[config.mk]
export PLATFORM = sky130hd
export DESIGN_NAME = mem_access_unit
export DESIGN_NICKNAME = d
export VERILOG_FILES = /design/src/rtl/mem_access_unit_pkg.sv /design/src/rtl/mem_access_unit_rr_arbiter.sv /design/src/rtl/mem_access_unit.sv
export SDC_FILE = /design/constraint.sdc
export NUM_CORES = 1
export LEC_CHECK = 0
export ABC_AREA = 1
export BUFFER_PORTS_ARGS = -buffer_cell sky130_fd_sc_hd__clkbuf_2
export CORE_UTILIZATION = 35
export CTS_BUF_LIST = sky130_fd_sc_hd__clkbuf_8
export DETAILED_ROUTE_END_ITERATION = 8
export GPL_TIMING_DRIVEN = 0
export PLACE_DENSITY = 0.63
export SLEW_MARGIN = 5
export SYNTH_ARGS = -nofsm -noshare
export SYNTH_HDL_FRONTEND = slang
export SYNTH_SLANG_ARGS = --single-unit
export TNS_END_PERCENT = 20
[constraint.sdc]
create_clock -name clk_i -period 1.75 [get_ports clk_i]
set_input_delay 0.0875 -clock clk_i [delete_from_list [all_inputs] [get_ports clk_i]]
set_output_delay 0.0875 -clock clk_i [all_outputs]
set_load 0.005 [all_outputs]
[src/rtl/mem_access_unit_pkg.sv]
// Shared types and byte-lane helpers for the memory access unit.
// Lane helpers work on a 64-bit container so one set serves 32- and 64-bit memories.
package mem_access_unit_pkg;

    typedef enum logic [1:0] {
        SZ_BYTE  = 2'd0,
        SZ_HALF  = 2'd1,
        SZ_WORD  = 2'd2,
        SZ_DWORD = 2'd3
    } t_mem_size;

    typedef enum logic [2:0] {
        ST_IDLE,
        ST_READ,
        ST_WAIT,
        ST_WRITE,
        ST_RESP
    } t_mau_state;

    function automatic logic misaligned(input logic [2:0] off, input t_mem_size size);
        case (size)
            SZ_HALF:  return off[0];
            SZ_WORD:  return |off[1:0];
            SZ_DWORD: return |off;
            default:  return 1'b0;
        endcase
    endfunction

    function automatic logic [63:0] size_mask(input t_mem_size size);
        case (size)
            SZ_BYTE: return 64'h0000_0000_0000_00FF;
            SZ_HALF: return 64'h0000_0000_0000_FFFF;
            SZ_WORD: return 64'h0000_0000_FFFF_FFFF;
            default: return '1;
        endcase
    endfunction

    // Callers truncate to the memory width, so a word load on a 32-bit memory is unextended.
    function automatic logic [63:0] lane_extract(input logic [63:0] word, input logic [2:0] off,
                                                 input t_mem_size size, input logic uns);
        logic [63:0] sh;
        sh = word >> {off, 3'b000};
        case (size)
            SZ_BYTE: return {{56{sh[7] & ~uns}}, sh[7:0]};
            SZ_HALF: return {{48{sh[15] & ~uns}}, sh[15:0]};
            SZ_WORD: return {{32{sh[31] & ~uns}}, sh[31:0]};
            default: return sh;
        endcase
    endfunction

    function automatic logic [63:0] lane_merge(input logic [63:0] word, input logic [63:0] wdata,
                                               input logic [2:0] off, input t_mem_size size);
        logic [63:0] m;
        m = size_mask(size) << {off, 3'b000};
        return (word & ~m) | ((wdata << {off, 3'b000}) & m);
    endfunction

endpackage

[src/rtl/mem_access_unit_rr_arbiter.sv]
// Requester arbiter: combinational grant, fixed priority or round-robin from a registered pointer.
// Pointer advances past the winner whenever the grant is taken.
module mem_access_unit_rr_arbiter #(
    parameter int NUM_PORTS_P = 2,
    parameter int RR_MODE_P   = 1
) (
    input  logic                   i_clk,
    input  logic                   i_rstn,
    input  logic [NUM_PORTS_P-1:0] i_req,
    input  logic                   i_take,
    output logic [NUM_PORTS_P-1:0] o_gnt,
    output logic [((NUM_PORTS_P > 1) ? $clog2(NUM_PORTS_P) : 1)-1:0] o_idx,
    output logic                   o_any
);
    localparam int IDX_W = (NUM_PORTS_P > 1) ? $clog2(NUM_PORTS_P) : 1;

    logic [IDX_W-1:0] r_ptr;
    logic [IDX_W-1:0] w_start;
    logic [IDX_W-1:0] w_cand;
    logic [IDX_W-1:0] w_idx;
    logic [IDX_W-1:0] w_next_ptr;
    logic             w_any;

    assign w_start = (RR_MODE_P != 0) ? r_ptr : '0;

    always_comb begin
        w_any  = 1'b0;
        w_idx  = '0;
        w_cand = '0;
        for (int k = 0; k < NUM_PORTS_P; k++) begin
            w_cand = IDX_W'((int'(w_start) + k) % NUM_PORTS_P);
            if (!w_any && i_req[w_cand]) begin
                w_any = 1'b1;
                w_idx = w_cand;
            end
        end
    end

    always_comb begin
        o_gnt = '0;
        for (int k = 0; k < NUM_PORTS_P; k++) begin
            o_gnt[k] = w_any && (w_idx == IDX_W'(k));
        end
    end

    assign o_idx      = w_idx;
    assign o_any      = w_any;
    assign w_next_ptr = (w_idx == IDX_W'(NUM_PORTS_P - 1)) ? '0 : w_idx + 1'b1;

    always_ff @(posedge i_clk or negedge i_rstn) begin
        if (!i_rstn) begin
            r_ptr <= '0;
        end else if (i_take && w_any) begin
            r_ptr <= w_next_ptr;
        end
    end

endmodule

[src/rtl/mem_access_unit.sv]
// Arbitrates requesters onto a single-port word memory; sub-word stores become read-modify-write.
// Latency: error 1, full store 2, load 3, sub-word store 4 cycles; one access outstanding, ready only in IDLE.
module mem_access_unit
    import mem_access_unit_pkg::*;
#(
    parameter int NUM_PORTS_P   = 2,
    parameter int DATA_W_P      = 32,
    parameter int BYTE_ADDR_W_P = 12,
    parameter int RR_MODE_P     = 1
) (
    input  logic                                   clk_i,
    input  logic                                   rstn_i,
    input  logic [NUM_PORTS_P-1:0]                 req_valid_i,
    output logic [NUM_PORTS_P-1:0]                 req_ready_o,
    input  logic [NUM_PORTS_P-1:0]                 req_we_i,
    input  logic [NUM_PORTS_P-1:0][BYTE_ADDR_W_P-1:0] req_addr_i,
    input  logic [NUM_PORTS_P-1:0][1:0]            req_size_i,
    input  logic [NUM_PORTS_P-1:0]                 req_unsigned_i,
    input  logic [NUM_PORTS_P-1:0][DATA_W_P-1:0]   req_wdata_i,
    output logic [NUM_PORTS_P-1:0]                 rsp_valid_o,
    output logic [NUM_PORTS_P-1:0][DATA_W_P-1:0]   rsp_rdata_o,
    output logic [NUM_PORTS_P-1:0]                 rsp_err_o,
    output logic [BYTE_ADDR_W_P-$clog2(DATA_W_P/8)-1:0] mem_addr_o,
    output logic                                   mem_rd_en_o,
    output logic                                   mem_wr_en_o,
    output logic [DATA_W_P-1:0]                    mem_wdata_o,
    input  logic [DATA_W_P-1:0]                    mem_rdata_i
);
    localparam int        OFF     = $clog2(DATA_W_P / 8);
    localparam int        IDX_W   = (NUM_PORTS_P > 1) ? $clog2(NUM_PORTS_P) : 1;
    localparam t_mem_size FULL_SZ = (DATA_W_P == 64) ? SZ_DWORD : SZ_WORD;

    t_mau_state               r_state, w_next;
    logic [IDX_W-1:0]         r_port, w_idx;
    logic [NUM_PORTS_P-1:0]   w_gnt;
    logic                     w_any, w_take;
    logic                     r_we, r_err, r_uns;
    t_mem_size                r_size;
    logic [BYTE_ADDR_W_P-1:0] r_addr;
    logic [DATA_W_P-1:0]      r_data;

    logic [BYTE_ADDR_W_P-1:0] w_sel_addr;
    t_mem_size                w_sel_size;
    logic                     w_sel_we, w_sel_err;
    logic [2:0]               w_lane;

    mem_access_unit_rr_arbiter #(
        .NUM_PORTS_P (NUM_PORTS_P),
        .RR_MODE_P   (RR_MODE_P)
    ) u_arb (
        .i_clk  (clk_i),
        .i_rstn (rstn_i),
        .i_req  (req_valid_i),
        .i_take (w_take),
        .o_gnt  (w_gnt),
        .o_idx  (w_idx),
        .o_any  (w_any)
    );

    assign w_take      = (r_state == ST_IDLE) && w_any;
    assign req_ready_o = (rstn_i && (r_state == ST_IDLE)) ? w_gnt : '0;

    assign w_sel_addr = req_addr_i[w_idx];
    assign w_sel_size = t_mem_size'(req_size_i[w_idx]);
    assign w_sel_we   = req_we_i[w_idx];
    assign w_sel_err  = misaligned(w_sel_addr[2:0], w_sel_size)
                        || ((w_sel_size == SZ_DWORD) && (DATA_W_P == 32));
    assign w_lane     = 3'(r_addr[OFF-1:0]);

    always_ff @(posedge clk_i or negedge rstn_i) begin
        if (!rstn_i) begin
            r_state <= ST_IDLE;
        end else begin
            r_state <= w_next;
        end
    end

    always_comb begin
        w_next      = r_state;
        mem_rd_en_o = 1'b0;
        mem_wr_en_o = 1'b0;
        case (r_state)
            ST_IDLE: begin
                if (w_any) begin
                    if (w_sel_err)                              w_next = ST_RESP;
                    else if (w_sel_we && w_sel_size == FULL_SZ) w_next = ST_WRITE;
                    else                                        w_next = ST_READ;
                end
            end
            ST_READ: begin
                mem_rd_en_o = 1'b1;
                w_next      = ST_WAIT;
            end
            ST_WAIT:  w_next = r_we ? ST_WRITE : ST_RESP;
            ST_WRITE: begin
                mem_wr_en_o = 1'b1;
                w_next      = ST_RESP;
            end
            default:  w_next = ST_IDLE;
        endcase
    end

    // r_data holds store data from acceptance, then the loaded or merged word after WAIT.
    always_ff @(posedge clk_i or negedge rstn_i) begin
        if (!rstn_i) begin
            r_port <= '0;
            r_we   <= 1'b0;
            r_err  <= 1'b0;
            r_uns  <= 1'b0;
            r_size <= SZ_BYTE;
            r_addr <= '0;
            r_data <= '0;
        end else if (w_take) begin
            r_port <= w_idx;
            r_we   <= w_sel_we;
            r_err  <= w_sel_err;
            r_uns  <= req_unsigned_i[w_idx];
            r_size <= w_sel_size;
            r_addr <= w_sel_addr;
            r_data <= req_wdata_i[w_idx];
        end else if (r_state == ST_WAIT) begin
            r_data <= r_we ? DATA_W_P'(lane_merge(64'(mem_rdata_i), 64'(r_data), w_lane, r_size))
                           : DATA_W_P'(lane_extract(64'(mem_rdata_i), w_lane, r_size, r_uns));
        end
    end

    assign mem_addr_o  = (r_state inside {ST_READ, ST_WAIT, ST_WRITE}) ? r_addr[BYTE_ADDR_W_P-1:OFF] : '0;
    assign mem_wdata_o = (r_state == ST_WRITE) ? r_data : '0;

    always_comb begin
        rsp_valid_o = '0;
        rsp_err_o   = '0;
        rsp_rdata_o = '0;
        if (r_state == ST_RESP) begin
            rsp_valid_o[r_port] = 1'b1;
            rsp_err_o[r_port]   = r_err;
            rsp_rdata_o[r_port] = (r_we || r_err) ? '0 : r_data;
        end
    end

endmodule
==> results.cfg, run 1 <==
[synthesis]
synthesis.nets = 1074
syn_std_cell_area_um2 = 5160
yosys-mux-area-fraction_pct = 0
synth-compound-area-share_pct = 17.0
netlist-cell-type-count = 30
synth_enable_flop_cells = 0
post_synth_fa_ha_maj_area_fraction_pct = 0
synth_sequential_area_ratio_pct = 26.2
number_of_standard_cells_after_synthesis = 942
yosys_register_bits = 54
asyncSetResetFlopFracSynth_pct = 100
synth-simple-area-share_pct = 46.0
average_cell_area_after_synthesis_um2 = 5.48
synth_warnings = 0
synth_ff_type = sky130_fd_sc_hd__dfrtp_1
dominant_combinational_cell_family_by_area_after_synthesis = simple AND/OR/NAND/NOR gates
synth-xor-area-share_pct = 0

[global_route]
globalRoute.totalOverflow = 0
gr-usage-all-layers_pct = 31.6
maximum_number_of_pins_on_one_net_before_global_route_repair = 56
grt_pass1_vias = 6515
antenna_found_initial = 0
grt_pass1_wl_um = 35900

[clock_tree]
tritoncts_num_sinks = 54
cts-root-buf = sky130_fd_sc_hd__clkbuf_8
clock_latency_ns = 0.35
clk_pin_slew_worst_paths_ns = 0.10
cts.hold.buffers_added = 21
ctsLongestPathBuffers = 2
htree_levels = 2
tritoncts_clock_tree = done
tritoncts.num_buffers = 5

[run_status]
failed_checks = negative hold slack, negative setup slack
run_status = finished with violations

[timing]
finalCriticalPeriod_ns = 1.77
final_max_slew_viol_count = 0
achievable-frequency_ghz = 0.566
timing.slew.headroom_pct = 46.4
holdWs_ns = -0.175
setup_viol = 6
timing_worst_slew_pin_value_ns = 0.803
fin_skew_ns = 0.0142
number_of_failing_hold_endpoints_at_the_final_stage = 54
setup_repair_after_global_routing_missed_its_margin = true
post-route-period-util_pct = 101
worst_slack_ns = -0.0157

[critical_path]
cp_cell_sequence = inv_2, nand3_4, nor2_4, inv_4, nor2_4, buf_6, inv_1, nor2_1, buf_2
cp_num_buf_inv = 5
critical_path.max_stage_delay_ns = 0.42
worst-endpoint-required_ns = 1.66
cp.arrival_ns = 1.68
timing.setup.critical_path_class = flop to primary output
cp_slowest_cell = sky130_fd_sc_hd__dfrtp_1
timing.critical_path.max_delay_family = simple AND/OR/NAND/NOR gates
critical_path_fanouts_max = 5
crit_top_cell = sky130_fd_sc_hd__nor2_4
crit_cells = 9
nature_of_the_critical_path_endpoint = primary output
worst_r2r_path_depth = 11
setup.worst_path.start_class = flop

[finish]
finalCoreUtilization_pct = 52.2
num_antenna_cells = 0
area_delta_synth_final_pct = 46.6
mostFrequentLayoutCells = 327 x sky130_fd_sc_hd__nand2_1, 241 x sky130_fd_sc_hd__clkbuf_2, 167 x sky130_fd_sc_hd__nor2_1
leading_cell_type_in_the_layout_fill_and_taps_excluded = sky130_fd_sc_hd__nand2_1
num-fill-cells = 1557
final_layout_size_suffix_gt1_share_pct = 32.0
layout.nets = 1367

[route]
post_drt_via_cell_ratio = 5.15
antenna_nets_post_route = 0
detailroute.via_count = 7314
drt_first_iter_violations = 570
routed_wl_um = 24200
drcViolationCount = 0
firstDrtPassIters = 5
post_drt_wl_per_cell_um = 17.0

[power_and_ir_drop]
cellLeakagePower_nw = 4.16
max-vdd-ir-drop_v = 0.000794
total_power_mw = 13.9
power-per-cell-area_nw_per_um2 = 1840

[floorplan]
dieWidth_um = 123
die_area_um2 = 15200
num_rows = 44
design.core.area_um2 = 14500
initial_core_util_pct = 35.6
boundaryPins = 246
die_height_um = 123

[placed_design]
port_buffers = 245
gp_congestion = 0.987
detailedPlacementHpwl_um = 18500

[run]
maxCapViolations = 0

[worst_hold_path]
worstHoldPathType = primary input to async pin
cell families after synthesis:
| group | count (synthesis) |
|---|---|
| compound gates | 154 |
| buf+inv | 136 |
| flops | 54 |
| simple gates | 598 |
through the flow:
stage	setup WS, ns	hold slack [ns]	cell area (um^2)	instances	TNS (ns)
finish	-0.0157	-0.175	7560	1420	-0.0315
global route	-0.121	-0.120	7560	1420	-7.98
detailed placement	-0.215	0.255	6620	1371	-12.79
global placement	-0.203	0.310	6620	1371	-12.96
floorplan	0.230	-0.208	5160	942	0
CTS	-0.0405	-0.131	7250	1411	-0.167
layer usage:
| metal | wire (um) | vias to the layer above | track usage [%] |
|---|---|---|---|
| met5 | 0 | - | 0 |
| met4 | 891 | 0 | 12.9 |
| met3 | 1800 | 47 | 5.81 |
| met2 | 11200 | 357 | 51.9 |
| met1 | 10300 | 3341 | 40.8 |
| li1 | - | 3569 | - |
synth_stat cells, types with 11 or more instances:
cell type / instances / area, um^2
sky130_fd_sc_hd__dfrtp_1: 54 / 1350
sky130_fd_sc_hd__nand3_1: 55 / 275
sky130_fd_sc_hd__o211ai_1: 11 / 82.6
sky130_fd_sc_hd__buf_2: 20 / 100
sky130_fd_sc_hd__o21ai_0: 53 / 265
sky130_fd_sc_hd__nand2_1: 332 / 1250
sky130_fd_sc_hd__nor2_1: 195 / 732
sky130_fd_sc_hd__a31oi_1: 11 / 68.8
sky130_fd_sc_hd__a21oi_1: 56 / 280
sky130_fd_sc_hd__a22oi_1: 13 / 97.6
sky130_fd_sc_hd__inv_1: 74 / 278
sky130_fd_sc_hd__clkbuf_1: 20 / 75.1
final timing paths:
kind                           startpoint              to  slack, ns
max                            r_state[2]  req_ready_o[0]      -0.02
min                                rstn_i       r_size[0]      -0.17
max reg2reg                     r_addr[0]            flop       0.01
min reg2reg                          flop            flop       0.52
max in group asynchronous          rstn_i       r_addr[0]       1.38
min in group clk_i         req_wdata_i[8]       r_data[8]       0.02
where the power goes:
part / switching [mW] / internal (mW) / leakage (nW)
combinational: 6.84 / 3.73 / 3.47
clock: 0.500 / 0.328 / 0.0514
sequential: 0.594 / 1.91 / 0.636
final cells by class:
class                      instances  area (um^2)  area share, %
multi-input combinational        753         3440           45.6
tap                              184          230           3.04
inverter                          82          335           4.43
sequential                        54         1350           17.9
timing repair buffer             287         1610           21.3
clock inverter                     2         17.5          0.232
clock buffer                       6         82.6           1.09
buffer                            52          487           6.44
timing repair:
| item | in CTS | in global routing |
|---|---|---|
| pin swaps | 5 | 11 |
| gates resized for setup | 94 | 100 |
| gates cloned | 2 | 1 |
| endpoints found under the setup margin | 146 | 146 |
| setup buffers | 10 | 9 |
| hold endpoints to repair | 65 | 54 |
No activity file was read; power rests on OpenSTA's default activity.
==> run 2: changes to the inputs <==
--- a/config.mk
+++ b/config.mk
@@ -11,7 +11,7 @@
 export CTS_BUF_LIST = sky130_fd_sc_hd__clkbuf_8
 export DETAILED_ROUTE_END_ITERATION = 8
 export GPL_TIMING_DRIVEN = 0
-export PLACE_DENSITY = 0.63
+export PLACE_DENSITY = 0.66
 export SLEW_MARGIN = 5
 export SYNTH_ARGS = -nofsm -noshare
 export SYNTH_HDL_FRONTEND = slang
==> run 2 against run 1 <==
Compared with the run above: sequential share of layout area is 0.083 points lower; largest power group unchanged; via count is 0.90% higher; the run still ends with negative hold slack, negative setup slack left; wire length is 0.95% higher; first-iteration DRC count is 5.8% lower; critical path depth stayed put; hold slack worse by 0.0050 ns; maximum frequency is 3.4% lower; largest cell class unchanged; non-clock buffer count is 2 lower; register-to-register slack worse by 0.04 ns.
==> results.cfg, run 2 (synthesis gave the netlist of run 1 again) <==
[floorplan]
die_area_um2 = 15200
initial_core_util_pct = 35.6
die_height_um = 123
boundaryPins = 246
design.core.area_um2 = 14500
dieWidth_um = 123
num_rows = 44

[critical_path]
nature_of_the_critical_path_endpoint = primary output
timing.critical_path.max_delay_family = buffers and inverters
cp.arrival_ns = 1.74
worst_r2r_path_depth = 8
setup.worst_path.start_class = flop
cp_cell_sequence = inv_2, nand2_2, nor2_2, inv_2, nor2_4, clkinv_4, buf_12, nor2_1, clkbuf_2
critical_path.max_stage_delay_ns = 0.39
timing.setup.critical_path_class = flop to primary output
regToRegStartpoint = r_state[2]
rrSetupSlack_ns = -0.03
cp_num_buf_inv = 5
crit_top_cell = sky130_fd_sc_hd__inv_2
worst-endpoint-required_ns = 1.66
cp_slowest_cell = sky130_fd_sc_hd__dfrtp_1
crit_cells = 9
critical_path_fanouts_max = 10
cp-startpoint = r_state[0]

[timing]
final_max_slew_viol_count = 0
timing_worst_slew_pin_value_ns = 0.796
timing.slew.headroom_pct = 46.9
worst_slack_ns = -0.0786
number_of_failing_hold_endpoints_at_the_final_stage = 54
holdWs_ns = -0.180
finalSetupTns_ns = -2.51
setup_repair_after_global_routing_missed_its_margin = true
setup_viol = 88
post-route-period-util_pct = 104
finalCriticalPeriod_ns = 1.83
achievable-frequency_ghz = 0.547
fin_skew_ns = 0.0172

[worst_hold_path]
worstHoldPathType = primary input to async pin

[finish]
leading_cell_type_in_the_layout_fill_and_taps_excluded = sky130_fd_sc_hd__nand2_1
area_delta_synth_final_pct = 47.2
finish.instance_area_um2 = 7600
final_layout_size_suffix_gt1_share_pct = 32.3
post_layout_nonfiller_instances = 1419
mostFrequentLayoutCells = 328 x sky130_fd_sc_hd__nand2_1, 227 x sky130_fd_sc_hd__clkbuf_2, 161 x sky130_fd_sc_hd__nor2_1
layout.nets = 1365

[global_route]
globalRoute.totalOverflow = 0
grt_pass1_wl_um = 35700
maximum_number_of_pins_on_one_net_before_global_route_repair = 56
grt_pass1_vias = 6538
antenna_found_initial = 1
gr-usage-all-layers_pct = 31.5

[clock_tree]
cts-root-buf = sky130_fd_sc_hd__clkbuf_8
tritoncts_num_sinks = 54
tritoncts_clock_tree = done
clock_latency_ns = 0.35
cts.hold.buffers_added = 21
tritoncts.num_buffers = 5
clk_pin_slew_worst_paths_ns = 0.10
htree_levels = 2
ctsLongestPathBuffers = 2

[placed_design]
dp_cells = 1371
detailedPlacementHpwl_um = 18500
detailed_place.area_um2 = 6620
gp_congestion = 0.960
port_buffers = 245

[route]
detailroute.via_count = 7380
drcViolationCount = 0
routed_wl_um = 24400
firstDrtPassIters = 7
antenna_nets_post_route = 0
drt_first_iter_violations = 537
post_drt_wl_per_cell_um = 17.2
post_drt_via_cell_ratio = 5.20

[run]
maxCapViolations = 0

[power_and_ir_drop]
cellLeakagePower_nw = 4.16
max-vdd-ir-drop_v = 0.000917
power-per-cell-area_nw_per_um2 = 1830

[run_status]
run_status = finished with violations
failed_checks = negative hold slack, negative setup slack
-- run 2: cell types whose count changed in the layout (fill, tap and decap cells not counted), moves of 3 or more --
cell,delta
sky130_fd_sc_hd__buf_4,-5
sky130_fd_sc_hd__buf_6,+3
sky130_fd_sc_hd__o21ai_4,+3
sky130_fd_sc_hd__nor2_2,+5
sky130_fd_sc_hd__o21ai_1,-5
sky130_fd_sc_hd__clkbuf_4,-3
sky130_fd_sc_hd__buf_2,+16
sky130_fd_sc_hd__clkbuf_2,-14
sky130_fd_sc_hd__nor2_1,-6
-- run 2: metrics by stage --
stage                     setup slack (ns)  power, mW  utilization, %
after floorplan                      0.230       8.29               -
after global placement              -0.290       11.3            45.7
after detailed placement            -0.260       11.3            45.7
after CTS                          -0.0750       12.9            50.3
after global routing                -0.188       15.0            52.4
final                              -0.0786       13.9            52.5
-- run 2: repair_timing --
item,CTS,global route
gates resized for setup,104,113
endpoints found under the hold margin,65,54
buffers inserted,8,5
pin swaps,5,11
cloned,5,1
setup endpoints to repair,143,149
-- run 2: layout make-up --
class / count / area (um^2)
Antenna cell: 1 / 2.50
Buffer: 53 / 472
Clock buffer: 6 / 82.6
Clock inverter: 2 / 16.3
Fill cell: 1542 / 6880
Inverter: 82 / 340
Multi-Input combinational cell: 753 / 3480
Sequential cell: 54 / 1350
Tap cell: 184 / 230
Timing Repair Buffer: 284 / 1620
-- run 2: power by group --
group / switching, mW / total (mW) / leakage (nW) / internal (mW)
registers: 0.578 / 2.49 / 0.636 / 1.91
clock network: 0.484 / 0.811 / 0.0478 / 0.327
logic: 6.90 / 10.6 / 3.47 / 3.67
-- run 2: routing by layer --
layer | up-vias | GRT usage (%) | share of wire [%]
li1 | 3560 | - | -
met3 | 68 | 6.87 | 8.9
met2 | 388 | 52.4 | 47
met5 | - | 0 | 0
met4 | 0 | 13.7 | 4.3
met1 | 3364 | 39.0 | 40
-- run 2: worst reg2reg max path, delay by kind of cell, from the launching register on --
| kind | cells | cell delay (ns) |
|---|---|---|
| flops | 1 | 0.42 |
| simple gates | 3 | 0.44 |
| compound gates | 2 | 0.16 |
| buf+inv | 3 | 0.67 |
-- run 2: worst paths after layout --
kind / endpoint
min in group clk_i: r_data[15]
max: rsp_rdata_o[30]
min: r_size[0]
max reg2reg: flop
min reg2reg: r_data[13]
max in group asynchronous: r_data[3]
